## src/rtl/cpu_pkg.sv

```systemverilog
// Shared types and mux-select encodings for the EX-stage forwarding logic.
package cpu_pkg;

  localparam int unsigned REG_W = 3;

  localparam logic [1:0] FWD_RF  = 2'b00;
  localparam logic [1:0] FWD_MEM = 2'b01;
  localparam logic [1:0] FWD_WB  = 2'b10;
  localparam logic [1:0] FWD_WB1 = 2'b11;

  typedef struct packed {
    logic             valid;
    logic [REG_W-1:0] rd;
    logic             wr_en;
    logic             is_load;
  } stage_t;

  typedef struct packed {
    stage_t           st;
    logic [REG_W-1:0] rs1;
    logic [REG_W-1:0] rs2;
  } ex_t;

endpackage

```

## src/rtl/fwd_sel_dec.sv

```systemverilog
// Priority decode of one EX source operand against the MEM/WB/WB+1 writers.
module fwd_sel_dec
  import cpu_pkg::*;
#(
  parameter bit RF_BYPASS = 1'b0
) (
  input  logic [REG_W-1:0] rs,
  input  stage_t           mem,
  input  stage_t           wb,
  input  stage_t           wb1,
  output logic [1:0]       sel
);

  function automatic logic hits(input stage_t s, input logic [REG_W-1:0] r);
    return s.valid && s.wr_en && (s.rd != '0) && (s.rd == r);
  endfunction

  // Nearest producer wins; WB+1 is only needed when the RF cannot write through.
  always_comb begin
    sel = FWD_RF;
    if (hits(mem, rs)) begin
      sel = FWD_MEM;
    end else if (hits(wb, rs)) begin
      sel = FWD_WB;
    end else if (!RF_BYPASS && hits(wb1, rs)) begin
      sel = FWD_WB1;
    end
  end

  logic unused_load_bits;
  assign unused_load_bits = ^{mem.is_load, wb.is_load, wb1.is_load};

endmodule

```

## src/rtl/fwd_hazard_unit.sv

```systemverilog
// Forwarding select and load-use stall controller for the 5-stage core; tracks
// destination metadata through EX/MEM/WB/WB+1 and counts stall cycles.
module fwd_hazard_unit
  import cpu_pkg::*;
#(
  parameter int unsigned REG_W     = 3,
  parameter bit          RF_BYPASS = 1'b0,
  parameter int unsigned CNT_W     = 16
) (
  input  logic             clk,
  input  logic             rst,
  input  logic             id_valid,
  input  logic [REG_W-1:0] id_rs1,
  input  logic [REG_W-1:0] id_rs2,
  input  logic [REG_W-1:0] id_rd,
  input  logic             id_wr_en,
  input  logic             id_is_load,
  input  logic             flush,
  output logic [1:0]       fwd_sel_a,
  output logic [1:0]       fwd_sel_b,
  output logic             stall,
  output logic [CNT_W-1:0] stall_count
);

  ex_t              ex_q, ex_d;
  stage_t           mem_q, wb_q, wb1_q;
  logic [CNT_W-1:0] cnt_q;
  logic             hazard;

  always_comb begin
    hazard = id_valid && ex_q.st.valid && ex_q.st.is_load && ex_q.st.wr_en &&
             (ex_q.st.rd != '0) && ((ex_q.st.rd == id_rs1) || (ex_q.st.rd == id_rs2));
    // A flushed dependent never reaches EX, so there is nothing to wait for.
    stall  = hazard && !flush;
  end

  always_comb begin
    ex_d = '0;
    if (id_valid && !stall && !flush) begin
      ex_d.st.valid   = 1'b1;
      ex_d.st.rd      = id_rd;
      ex_d.st.wr_en   = id_wr_en;
      ex_d.st.is_load = id_is_load;
      ex_d.rs1        = id_rs1;
      ex_d.rs2        = id_rs2;
    end
  end

  always_ff @(posedge clk) begin
    if (rst) begin
      ex_q  <= '0;
      mem_q <= '0;
      wb_q  <= '0;
      wb1_q <= '0;
      cnt_q <= '0;
    end else begin
      ex_q  <= ex_d;
      mem_q <= ex_q.st;
      wb_q  <= mem_q;
      wb1_q <= wb_q;
      if (stall && (cnt_q != '1)) begin
        cnt_q <= cnt_q + 1'b1;
      end
    end
  end

  assign stall_count = cnt_q;

  fwd_sel_dec #(
    .RF_BYPASS(RF_BYPASS)
  ) u_dec_a (
    .rs  (ex_q.rs1),
    .mem (mem_q),
    .wb  (wb_q),
    .wb1 (wb1_q),
    .sel (fwd_sel_a)
  );

  fwd_sel_dec #(
    .RF_BYPASS(RF_BYPASS)
  ) u_dec_b (
    .rs  (ex_q.rs2),
    .mem (mem_q),
    .wb  (wb_q),
    .wb1 (wb1_q),
    .sel (fwd_sel_b)
  );

`ifndef SYNTHESIS
  logic stall_prev_q;

  always_ff @(posedge clk) begin
    stall_prev_q <= rst ? 1'b0 : stall;
  end

  // Load data is not ready in MEM; the stall must keep dependents out of EX.
  always_ff @(posedge clk) begin
    if (!rst) begin
      assert (!(((fwd_sel_a == FWD_MEM) || (fwd_sel_b == FWD_MEM)) && mem_q.is_load));
      assert (!(stall_prev_q && stall));
    end
  end
`endif

endmodule

```

## config.mk

```make
export PLATFORM = sky130hd
export DESIGN_NAME = fwd_hazard_unit
export DESIGN_NICKNAME = d
export VERILOG_FILES = /design/src/rtl/cpu_pkg.sv /design/src/rtl/fwd_sel_dec.sv /design/src/rtl/fwd_hazard_unit.sv
export SDC_FILE = /design/constraint.sdc
export NUM_CORES = 1
export LEC_CHECK = 0
export CAP_MARGIN = 5
export CORE_AREA = 2 2 62 70
export DETAILED_ROUTE_END_ITERATION = 10
export DIE_AREA = 0 0 64 72
export PLACE_DENSITY_LB_ADDON = 0.3
export SETUP_SLACK_MARGIN = 0.05
export SLEW_MARGIN = 20
export SYNTH_ARGS = -nofsm -noshare
export SYNTH_HDL_FRONTEND = slang
export SYNTH_HIERARCHICAL = 1
export SYNTH_SLANG_ARGS = --single-unit
export TNS_END_PERCENT = 20
```

## constraint.sdc

```tcl
create_clock -name clk -period 3.2 [get_ports clk]
set_input_delay 0.48 -clock clk [delete_from_list [all_inputs] [get_ports clk]]
set_output_delay 0.48 -clock clk [all_outputs]
set_load 0.05 [all_outputs]
```

==> impl_metrics.json, run 1 <==
{
  "status": "finished, final reports clean",
  "switching_share": 0.193,
  "cp_max_fo": 2,
  "drcViolationCount": 0,
  "clock-sinks": 43,
  "diodes": 0,
  "critPathCaptureType": "output port",
  "cap_violations": 0,
  "hold_viol_final": 0,
  "routed_wl_um": 3840,
  "period_minus_slack_ns": 2.74,
  "grt_overflow_total": 0,
  "pwr-share-comb": 0.042,
  "rows": 24,
  "wire_per_inst_um": 12.5,
  "die_width_um": 64,
  "grt_pass1_wl_um": 6580,
  "relSlewSlack": 0.664,
  "powerDensity_nw_per_um2": 433,
  "synth_area_um2": 2010,
  "rsz0062_at_grt": "false",
  "min_path_type": "flip-flop to flip-flop",
  "drive_gt1_frac": 0.0703,
  "finalSetupTns_ns": 0,
  "syn_avg_cell_area_um2": 9.08,
  "floorplan.initialDensity": 0.518,
  "synthToLayoutAreaGrowth_pct": 25.4,
  "finalCritPeriodShare": 0.857,
  "seq_power_share": 0.504,
  "ir_worst_vdd_v": 0.000266,
  "postCtsSetupBuffers": 0,
  "multi_input_area_um2": 1060,
  "coreArea_um2": 3870,
  "synthesis.nets": 237,
  "grt_antenna_before_repair": 0,
  "grt_max_degree": 37,
  "insertion_delay_ns": 0.29,
  "place_area_um2": 2380,
  "dr.pass1.iters": 4,
  "cts-root-buf": "clkbuf_8",
  "grt_pass1_vias": 1464,
  "final_core_util": 0.650,
  "pwr-share-clk": 0.454,
  "fp.dieArea_um2": 4610,
  "dpl.hpwl_um": 2740,
  "postLayoutCellArea_um2": 2520,
  "final_nets": 271,
  "io_buffers": 35,
  "cts_tree": "built",
  "internal-power_mw": 0.879,
  "cts_made_buffers": 5,
  "drt_iter0_markers": 52,
  "drv_slew": 0,
  "ys_warn_count": 6,
  "p_leak_nw": 0.897,
  "avgViaCountPerCell": 5.39,
  "h-tree-depth": 2,
  "register_area_um2": 861,
  "max_freq_mhz": 365,
  "worstPathArrival_ns": 2.26,
  "mostFrequentLayoutCells": "43 x dfxtp_1, 35 x clkdlybuf4s50_1, 19 x nor2b_1",
  "clk_pin_slew_ns": 0.08,
  "skew_ns": 0.00300,
  "place_congestion": 0.799,
  "tightest_slew_ns": 0.502,
  "fin_hold_ws_ns": 0.466,
  "pre_cts_slack_ns": 0.459,
  "synthCells": 221,
  "power_switching_mw": 0.210,
  "worstSetupStartpointType": "input pin",
  "cts.hold.buffers_added": 0,
  "postRouteAntennaNets": 0,
  "fill_cells": 317,
  "final_common_cell": "dfxtp_1",
  "die_h_um": 72,
  "cts_resized": 0,
  "clock_path_buffers": 2,
  "setup_viol": 0,
  "via_count": 1659,
  "num_io_pins": 36,
  "crit_type": "input pin to output port",
  "grt_usage": 0.180,
  "worst_slack_ns": 0.458,
  "cp.required_ns": 2.72
}
-- layer usage --
metal / share of wire / up-vias / global-route usage
met3: 0.047 / 5 / 0.0419
met2: 0.48 / 44 / 0.296
met4: 0.0099 / 0 / 0.0652
met1: 0.47 / 758 / 0.231
met5: 0 / - / 0
li1: - / 852 / -
-- power groups by stage --
| stage | Combinational, mW | Sequential [mW] | Clock, mW |
|---|---|---|---|
| final | 0.0458 | 0.548 | 0.495 |
| after global routing | 0.0515 | 0.550 | 0.534 |
| after CTS | 0.0464 | 0.548 | 0.504 |
| after detailed placement | 0.0461 | 0.561 | 0 |
| after global placement | 0.0452 | 0.561 | 0 |
| after floorplan | 0.0238 | 0.559 | 0 |
-- final cells by class --
class,count,area share
clock buffers,5,0.0273
clock inverters,3,0.0269
inverters,8,0.0119
multi-input cells,160,0.421
flip-flops and latches,43,0.342
well taps,52,0.0259
repair buffers,37,0.145
-- flip-flops by register name, summed over array words and instances (netlist names) --
name / flops
wb_q: 5
wb1_q: 5
stall_count: 16
ex_q: 12
mem_q: 5
-- metrics by stage --
| stage | power, mW | std cells |
|---|---|---|
| floorplan | 0.583 | 221 |
| finish | 1.09 | 308 |
| global placement | 0.606 | 300 |
| global route | 1.14 | 308 |
| detailed placement | 0.607 | 300 |
| CTS | 1.10 | 308 |
-- critical path, cell delays in order --
cell	delay (ns)
clkdlybuf4s50_1	0.43
xor2_1	0.15
nor3_1	0.24
o21ai_1	0.11
inv_1	0.06
clkdlybuf4s50_1	0.79
-- worst paths after layout --
| check | slack, ns | to | depth (start not counted) | startpoint |
|---|---|---|---|---|
| setup reg to reg | 1.18 | stall_count[8] | 6 | stall_count[0] |
| setup / recovery | 0.46 | stall | 6 | id_rs2[1] |
| hold reg to reg | 0.47 | mem_q[5] | 1 | ex_q[11] |
| hold / removal | 0.47 | mem_q[5] | 1 | ex_q[11] |
No activity file was read; power rests on OpenSTA's default activity.
==> run 2, diff against run 1 <==
--- a/config.mk
+++ b/config.mk
@@ -5,13 +5,13 @@
 export SDC_FILE = /design/constraint.sdc
 export NUM_CORES = 1
 export LEC_CHECK = 0
+export ABC_AREA = 1
 export CAP_MARGIN = 5
-export CORE_AREA = 2 2 62 70
+export CORE_AREA = 2 2 65 73
 export DETAILED_ROUTE_END_ITERATION = 10
-export DIE_AREA = 0 0 64 72
+export DIE_AREA = 0 0 67 75
 export PLACE_DENSITY_LB_ADDON = 0.3
 export SETUP_SLACK_MARGIN = 0.05
-export SLEW_MARGIN = 20
 export SYNTH_ARGS = -nofsm -noshare
 export SYNTH_HDL_FRONTEND = slang
 export SYNTH_HIERARCHICAL = 1
==> run 2 against run 1 <==
Against the previous run: setup slack gained 0.16 ns; critical path depth grew 3; global-route usage grew 4.1 points; first-iteration DRC count grew 110%; register-to-register slack lost 0.03 ns; fmax grew 6.4%; critical endpoint is now fwd_sel_b[0].
==> impl_metrics.json, run 2 <==
{
  "place_congestion": 0.836,
  "worstSetupStartpointType": "flip-flop",
  "final_nets": 417,
  "grt_usage": 0.221,
  "powerDensity_nw_per_um2": 326,
  "critPathCaptureType": "output port",
  "drcViolationCount": 0,
  "wire_per_inst_um": 11.0,
  "diodes": 0,
  "drt_iter0_markers": 111,
  "hold_viol_final": 0,
  "skew_ns": 0.00967,
  "clk_pin_slew_ns": 0.08,
  "clock-sinks": 43,
  "routed_wl_um": 5000,
  "dpl.hpwl_um": 3720,
  "die_width_um": 67,
  "synthCells": 365,
  "pre_cts_slack_ns": 0.812,
  "fp.dieArea_um2": 5030,
  "grtUsageMet3": 0.0553,
  "dr.pass1.iters": 4,
  "p_leak_nw": 1.15,
  "rsz0062_at_grt": "false",
  "grt_pass1_wl_um": 8550,
  "crit_type": "flip-flop to output port",
  "cts_tree": "built",
  "drive_gt1_frac": 0.0825,
  "final_common_cell": "nand2_1",
  "num_io_pins": 36,
  "grt_overflow_total": 0,
  "grt_max_degree": 31,
  "postCtsSetupBuffers": 0,
  "die_h_um": 75,
  "synth_area_um2": 2350,
  "cts_resized": 0,
  "avgViaCountPerCell": 4.93,
  "coreArea_um2": 4250,
  "worst_slack_ns": 0.623,
  "relSlewSlack": 0.657,
  "insertion_delay_ns": 0.29,
  "tightest_slew_ns": 0.515,
  "io_buffers": 35,
  "syn_avg_cell_area_um2": 6.43,
  "worstPathArrival_ns": 2.10,
  "ys_warn_count": 6,
  "rows": 25,
  "h-tree-depth": 2,
  "final_cells": 454,
  "period_minus_slack_ns": 2.58,
  "grt_busiest_layer": "met2",
  "via_count": 2236,
  "postRouteAntennaNets": 0,
  "setup_viol": 0,
  "cts-root-buf": "clkbuf_8",
  "clock_path_buffers": 2,
  "finalCritPeriodShare": 0.805,
  "fin_hold_ws_ns": 0.424,
  "grtUsageMet2": 0.372,
  "cts_made_buffers": 5,
  "max_freq_mhz": 388,
  "synthToLayoutAreaGrowth_pct": 20.3,
  "cp_max_fo": 4,
  "met1_usage": 0.278,
  "min_path_type": "flip-flop to flip-flop",
  "grt_antenna_before_repair": 0,
  "largest_reg_flops": 16,
  "synthesis.nets": 381,
  "placed_cells": 448,
  "drv_slew": 0,
  "ir_worst_vdd_v": 0.000254,
  "cts.hold.buffers_added": 0,
  "finalSetupTns_ns": 0,
  "grt_pass1_vias": 2040,
  "status": "finished, final reports clean",
  "mostFrequentLayoutCells": "108 x nand2_1, 59 x inv_1, 56 x nor2_1",
  "floorplan.initialDensity": 0.551,
  "cap_violations": 0,
  "cp.required_ns": 2.72
}
-- run 2: worst max-delay path, stage by stage (launching register included) --
cell and delay (ns):
dfxtp_1 0.40, inv_1 0.10, nand2_1 0.06, nand2_1 0.05, nor2_1 0.08, nand2_1 0.05, nor2_1 0.16, inv_1 0.07
nand2_1 0.06, clkdlybuf4s50_1 0.79
-- run 2: final timing paths --
kind	start	depth (start not counted)	end	slack, ns
worst max-delay path	ex_q[2]	9	fwd_sel_b[0]	0.62
worst min-delay path	ex_q[7]	2	mem_q[1]	0.42
worst max register to register	stall_count[0]	7	stall_count[9]	1.15
worst min register to register	ex_q[7]	2	mem_q[1]	0.42
-- run 2: report_power, final --
| group | total [mW] | switching [mW] | internal, mW |
|---|---|---|---|
| sequential | 0.548 | 0.00661 | 0.541 |
| combinational | 0.0610 | 0.0320 | 0.0290 |
| clock | 0.310 | 0.165 | 0.145 |
-- run 2: per-layer routing --
metal / vias up / wire length [µm]
met3: 8 / 308
li1: 1190 / -
met5: - / 0
met2: 63 / 2400
met4: 0 / 61
met1: 975 / 2230
-- run 2: layout make-up --
| cell class | instances | area, µm² |
|---|---|---|
| Inverter | 63 | 236 |
| Fill cell | 404 | 1430 |
| Multi-Input combinational cell | 251 | 1210 |
| Sequential cell | 43 | 861 |
| Tap cell | 54 | 67.6 |
| Timing Repair Buffer | 37 | 375 |
| Clock buffer | 6 | 72.6 |
-- run 2: through the flow --
stage | instance area (µm²) | util | power [mW]
3_5_place_dp | 2750 | 0.646 | 0.621
5_1_grt | 2820 | 0.663 | 0.967
3_3_place_gp | 2750 | 0.646 | 0.619
6_report | 2820 | 0.663 | 0.919
4_1_cts | 2820 | 0.663 | 0.932
2_1_floorplan | 2350 | - | 0.594
==> variant 1: new RTL, config.mk and constraints of run 1 <==
Put one more register stage on the output `stall_count`, cleared by the reset. The value now appears one clock later. The other outputs are not delayed to match.
--- a/src/rtl/fwd_hazard_unit.sv
+++ b/src/rtl/fwd_hazard_unit.sv
@@ -64,7 +64,13 @@
     end
   end
 
-  assign stall_count = cnt_q;
+  always_ff @(posedge clk) begin
+    if (rst) begin
+      stall_count <= '0;
+    end else begin
+      stall_count <= cnt_q;
+    end
+  end
 
   fwd_sel_dec #(
     .RF_BYPASS(RF_BYPASS)
Formal check against the unedited RTL: not equivalent (a bounded check fails within 4 cycles, from zero or initial values and one cycle with rst high).
==> variant 1 against run 1 <==
Hold slack gained 0.0085 ns. Worst setup slack gained 0.0090 ns. Sequential share of layout area grew 4.7 points. Sequential cell count grew 16. Final cell count grew 11%. Power grew 38%. Combinational power grew 18%. Area after synthesis grew 21%. Clock skew grew 0.0031 ns. Cell area grew 21%. Wire length grew 19%. Die area is the same. Critical path type is now reg2out.
==> variant 1: results (changes against run 1) <==
* Run status: completed
- HPWL after detailed placement: 3.11 mm (+13%)
- The weighted congestion reported at the end of routability-driven placement came to 0.772 (-3.3%).
* Maximum resistive drop on vdd: 0.427 mV (+61%)
- The net count reported at finish is 300 (+11%).
- Diode insertion count for antenna repair: 0 (unchanged)
* Detail Route Antenna Nets: 0 (unchanged)
* Net switching share of the total power: 0.202 (+0.00960)
- Leak pwr: 1.12 nW (+25%)
- Clock Skews: 0.00613 ns (+0.00314 ns)
* Via count of the first global-routing pass: 1809 (+24%)
* Total wire length after detailed routing: 4.57 mm (+19%)
- The initial antenna violation count was 0 (unchanged).
- Pin count of the biggest net entering global routing: 22 (-41%)
- Clk pin slew, worst setup/hold paths: 0.06 ns (-0.02 ns)
* Count of port buffers added during placement: 35 (unchanged)
- Relative slew slack: 0.659 (-0.00521)
- The global-route usage over all layers is 0.230 (+0.0504).
- The global-route wire length before repair was 8.02 mm (+22%).
- In this run the worst setup path begins at ex_q[0]$_SDFF_PP0_.
* Largest registers ranked by flip-flop count: cnt_q x16, stall_count x16, ex_q x12
* Hold Path Origin: wb_q[5]$_SDFF_PP0_
* Layout cells sized above 1: 0.156 (+0.0854)
* TritonCTS buffer count: 9 (+4)
* Initial DRC count: 92 (+77%)
* Maximum cell stage delay along the critical path: 0.81 ns (+0.02 ns)
- Worst Path Max Fanout: 6 (+4)
* Ratio of routed vias to standard cells: 5.34 (-0.86%)
* Clock H-tree levels: 3 (+1)
- The net count of the mapped netlist was 260 (+9.7%).
- Master of the slowest instance on the critical path: sky130_fd_sc_hd__clkdlybuf4s50_1
- Worst skew pair latency: 0.33 ns (+0.04 ns)
- Reg-to-reg critical path startpoint: cnt_q[0]$_SDFFE_PP0P_
[variant 1: worst paths after layout]
check / endpoint / slack [ns] / cells past startpoint
min reg2reg: wb1_q[5]$_SDFF_PP0_ / 0.47 / 1
max: fwd_sel_b[0] / 0.47 / 5
max reg2reg: cnt_q[11]$_SDFFE_PP0P_ / 0.98 / 6
min: wb1_q[5]$_SDFF_PP0_ / 0.47 / 1
[variant 1: per-layer routing]
metal  routed length [um]  global-route usage  up-vias  share of wire
li1                     -                   -      916              -
met1                 2080               0.279      843           0.45
met2                 2160               0.369       46           0.47
met3                  195              0.0589       16          0.043
met4                  143               0.140        0          0.031
met5                    0                   0        -              0
[variant 1: cell type report]
type / count / area (um2)
Inverter: 9 / 33.8
Tap cell: 52 / 65.1
Timing Repair Buffer: 38 / 370
Clock buffer: 10 / 128
Sequential cell: 59 / 1180
Multi-Input combinational cell: 167 / 1180
Fill cell: 245 / 840
Clock inverter: 6 / 80.1
[variant 1: power by group through the flow]
stage | Combinational (mW) | Sequential, mW | Clock [mW]
after floorplan | 0.0275 | 0.763 | 0
after global placement | 0.0505 | 0.764 | 0
after detailed placement | 0.0529 | 0.765 | 0
after CTS | 0.0542 | 0.749 | 0.716
after global routing | 0.0598 | 0.749 | 0.747
final | 0.0540 | 0.749 | 0.705
[variant 1: per-stage QoR]
step / setup WS, ns / power [mW] / cell area [um2] / instances
floorplan: 1.15 / 0.790 / 2440 / 244
global placement: 0.835 / 0.815 / 2830 / 325
detailed placement: 0.728 / 0.818 / 2830 / 325
CTS: 0.461 / 1.52 / 3030 / 341
global route: 0.328 / 1.56 / 3030 / 341
finish: 0.467 / 1.51 / 3030 / 341
==> variant 2: new RTL, settings of run 1 <==
Made on the original files. `RF_BYPASS` is set to 1'b0 in 2 places; all go to 1'b1.
--- a/src/rtl/fwd_sel_dec.sv
+++ b/src/rtl/fwd_sel_dec.sv
@@ -2,7 +2,7 @@
 module fwd_sel_dec
   import cpu_pkg::*;
 #(
-  parameter bit RF_BYPASS = 1'b0
+  parameter bit RF_BYPASS = 1'b1
 ) (
   input  logic [REG_W-1:0] rs,
   input  stage_t           mem,
--- a/src/rtl/fwd_hazard_unit.sv
+++ b/src/rtl/fwd_hazard_unit.sv
@@ -4,7 +4,7 @@
   import cpu_pkg::*;
 #(
   parameter int unsigned REG_W     = 3,
-  parameter bit          RF_BYPASS = 1'b0,
+  parameter bit          RF_BYPASS = 1'b1,
   parameter int unsigned CNT_W     = 16
 ) (
   input  logic             clk,
Function: changed (Yosys sat finds a counterexample within 10 cycles, from zero or initial values and one cycle with rst high).
==> variant 2 against run 1 <==
Worst setup slack got worse by 0.056 ns. Cell area decreased by 11%. Wire length decreased by 14%. Die area unchanged. Utilization decreased by 6.9 points. Sequential cell count decreased by 5. Power decreased by 24%. Area after synthesis decreased by 11%. Critical path type unchanged. Largest power group unchanged.
==> variant 2: results (changes against run 1) <==
- The worst max-slew margin expressed relative to the limit was 0.667 (+0.00310).
- The worst hold path belongs to the class reg2reg.
* Post-Syn Nets: 209 (-12%)
- The number of buffers added for setup after CTS was 0 (unchanged).
- The flip-flop count of the largest register after layout is 16 (unchanged).
* Total via count after detailed routing: 1430 (-14%)
* Clock Skews: 0.00595 ns (+0.00295 ns)
* Worst skew pair latency: 0.28 ns
- Maximum resistive drop on vdd: 0.306 mV (+15%)
- The leakage power was 0.853 nW (-4.9%).
* Drt first pass iters: 4 (unchanged)
- Layout cells sized above 1: 0.0925 (+0.0222)
* Antenna violations before repair: 0 (unchanged)
* Maximum buffer depth of the clock tree: 2 (unchanged)
- Routability-driven placement congestion ratio: 0.825 (+3.3%)
- The total inserted antenna cells is 0 (unchanged).
* Run status: completed
- The largest fanout of any net on the critical path was 2 (unchanged).
- The maximum level of the CTS H-tree came to 2 (unchanged).
- The critical path starts at id_rs1[1].
- TritonCTS buffer count: 5 (unchanged)
- The routed wirelength normalized by instance count is 11.9 um (-4.7%).
- HPWL after detailed placement: 2.47 mm (-9.8%)
- Number of gates given a new drive strength after cts: 0 (unchanged)
- The net count reported at finish is 243 (-10%).
- Arr. time, crit path: 2.32 ns (+0.06 ns)
- On the worst path, the slowest cell contributes a delay of 0.80 ns.
* Hold Path Origin: ex_q[11]$_SDFF_PP0_
- The global-route wire length before repair came to 5.74 mm (-13%).
- The number of port buffers is 35 (unchanged).
* Clk pin slew, worst setup/hold paths: 0.07 ns
- The Yosys warning count came to 6 (unchanged).
* Initial DRC count: 27 (-48%)
- The number of global-route vias before repair is 1318 (-10%).
- The global-route usage over all layers was 0.158 (-0.0219).
- In this run the critical register-to-register path is launched from stall_count[0]$_SDFFE_PP0P_.
- For this design, the slowest cell found on the critical path is sky130_fd_sc_hd__clkdlybuf4s50_1.
- The number of hold-repair buffers added at the cts stage came to 0 (unchanged).
* Root Driver: sky130_fd_sc_hd__clkbuf_8
- Pin count of the biggest net entering global routing: 30 (-19%)
## variant 2: path summary, 6_finish.rpt
check                                 end  slack, ns  cells past startpoint
max reg2reg  stall_count[10]$_SDFFE_PP0P_       1.18                      6
min reg2reg           mem_q[5]$_SDFF_PP0_       0.47                      1
max                                 stall       0.40                      6
min                   mem_q[5]$_SDFF_PP0_       0.47                      1
## variant 2: per-layer routing
metal / up-vias / routed length, um / track usage / share of wire
li1: 751 / - / - / -
met2: 33 / 1570 / 0.245 / 0.47
met4: 0 / 57 / 0.0652 / 0.017
met1: 640 / 1530 / 0.207 / 0.46
met3: 6 / 155 / 0.0434 / 0.047
met5: - / 0 / 0 / 0
## variant 2: area by class of cell
| class | instances | area (um2) |
|---|---|---|
| multi-input combinational | 141 | 962 |
| tap | 52 | 65.1 |
| clock inverter | 2 | 10.0 |
| fill | 341 | 1630 |
| inverter | 4 | 15.0 |
| timing repair buffer | 37 | 365 |
| sequential | 38 | 761 |
| clock buffer | 5 | 68.8 |
## variant 2: report_power, final
group	internal (mW)	leakage, nW	total [mW]	switching [mW]
registers	0.479	0.307	0.485	0.00570
clock network	0.146	0.0438	0.299	0.153
logic	0.0258	0.502	0.0431	0.0173
total	0.651	0.853	0.827	0.176
## variant 2: through the flow
step	total power, mW	cell area [um2]	cells	worst slack, ns	util
6_report	0.827	2250	279	0.402	0.580
5_1_grt	0.861	2250	279	0.313	0.580
4_1_cts	0.837	2250	279	0.389	0.580
3_5_place_dp	0.539	2170	272	0.409	0.560
3_3_place_gp	0.538	2170	272	0.422	0.560
2_1_floorplan	0.515	1800	193	0.847	-
## variant 2: worst max-delay path: cells and delay by family
family | cells | cell delay (ns)
AO/OA/AOI/OAI | 1 | 0.14
XOR/XNOR | 1 | 0.16
buffers and inverters | 3 | 1.32
AND/OR/NAND/NOR | 1 | 0.22
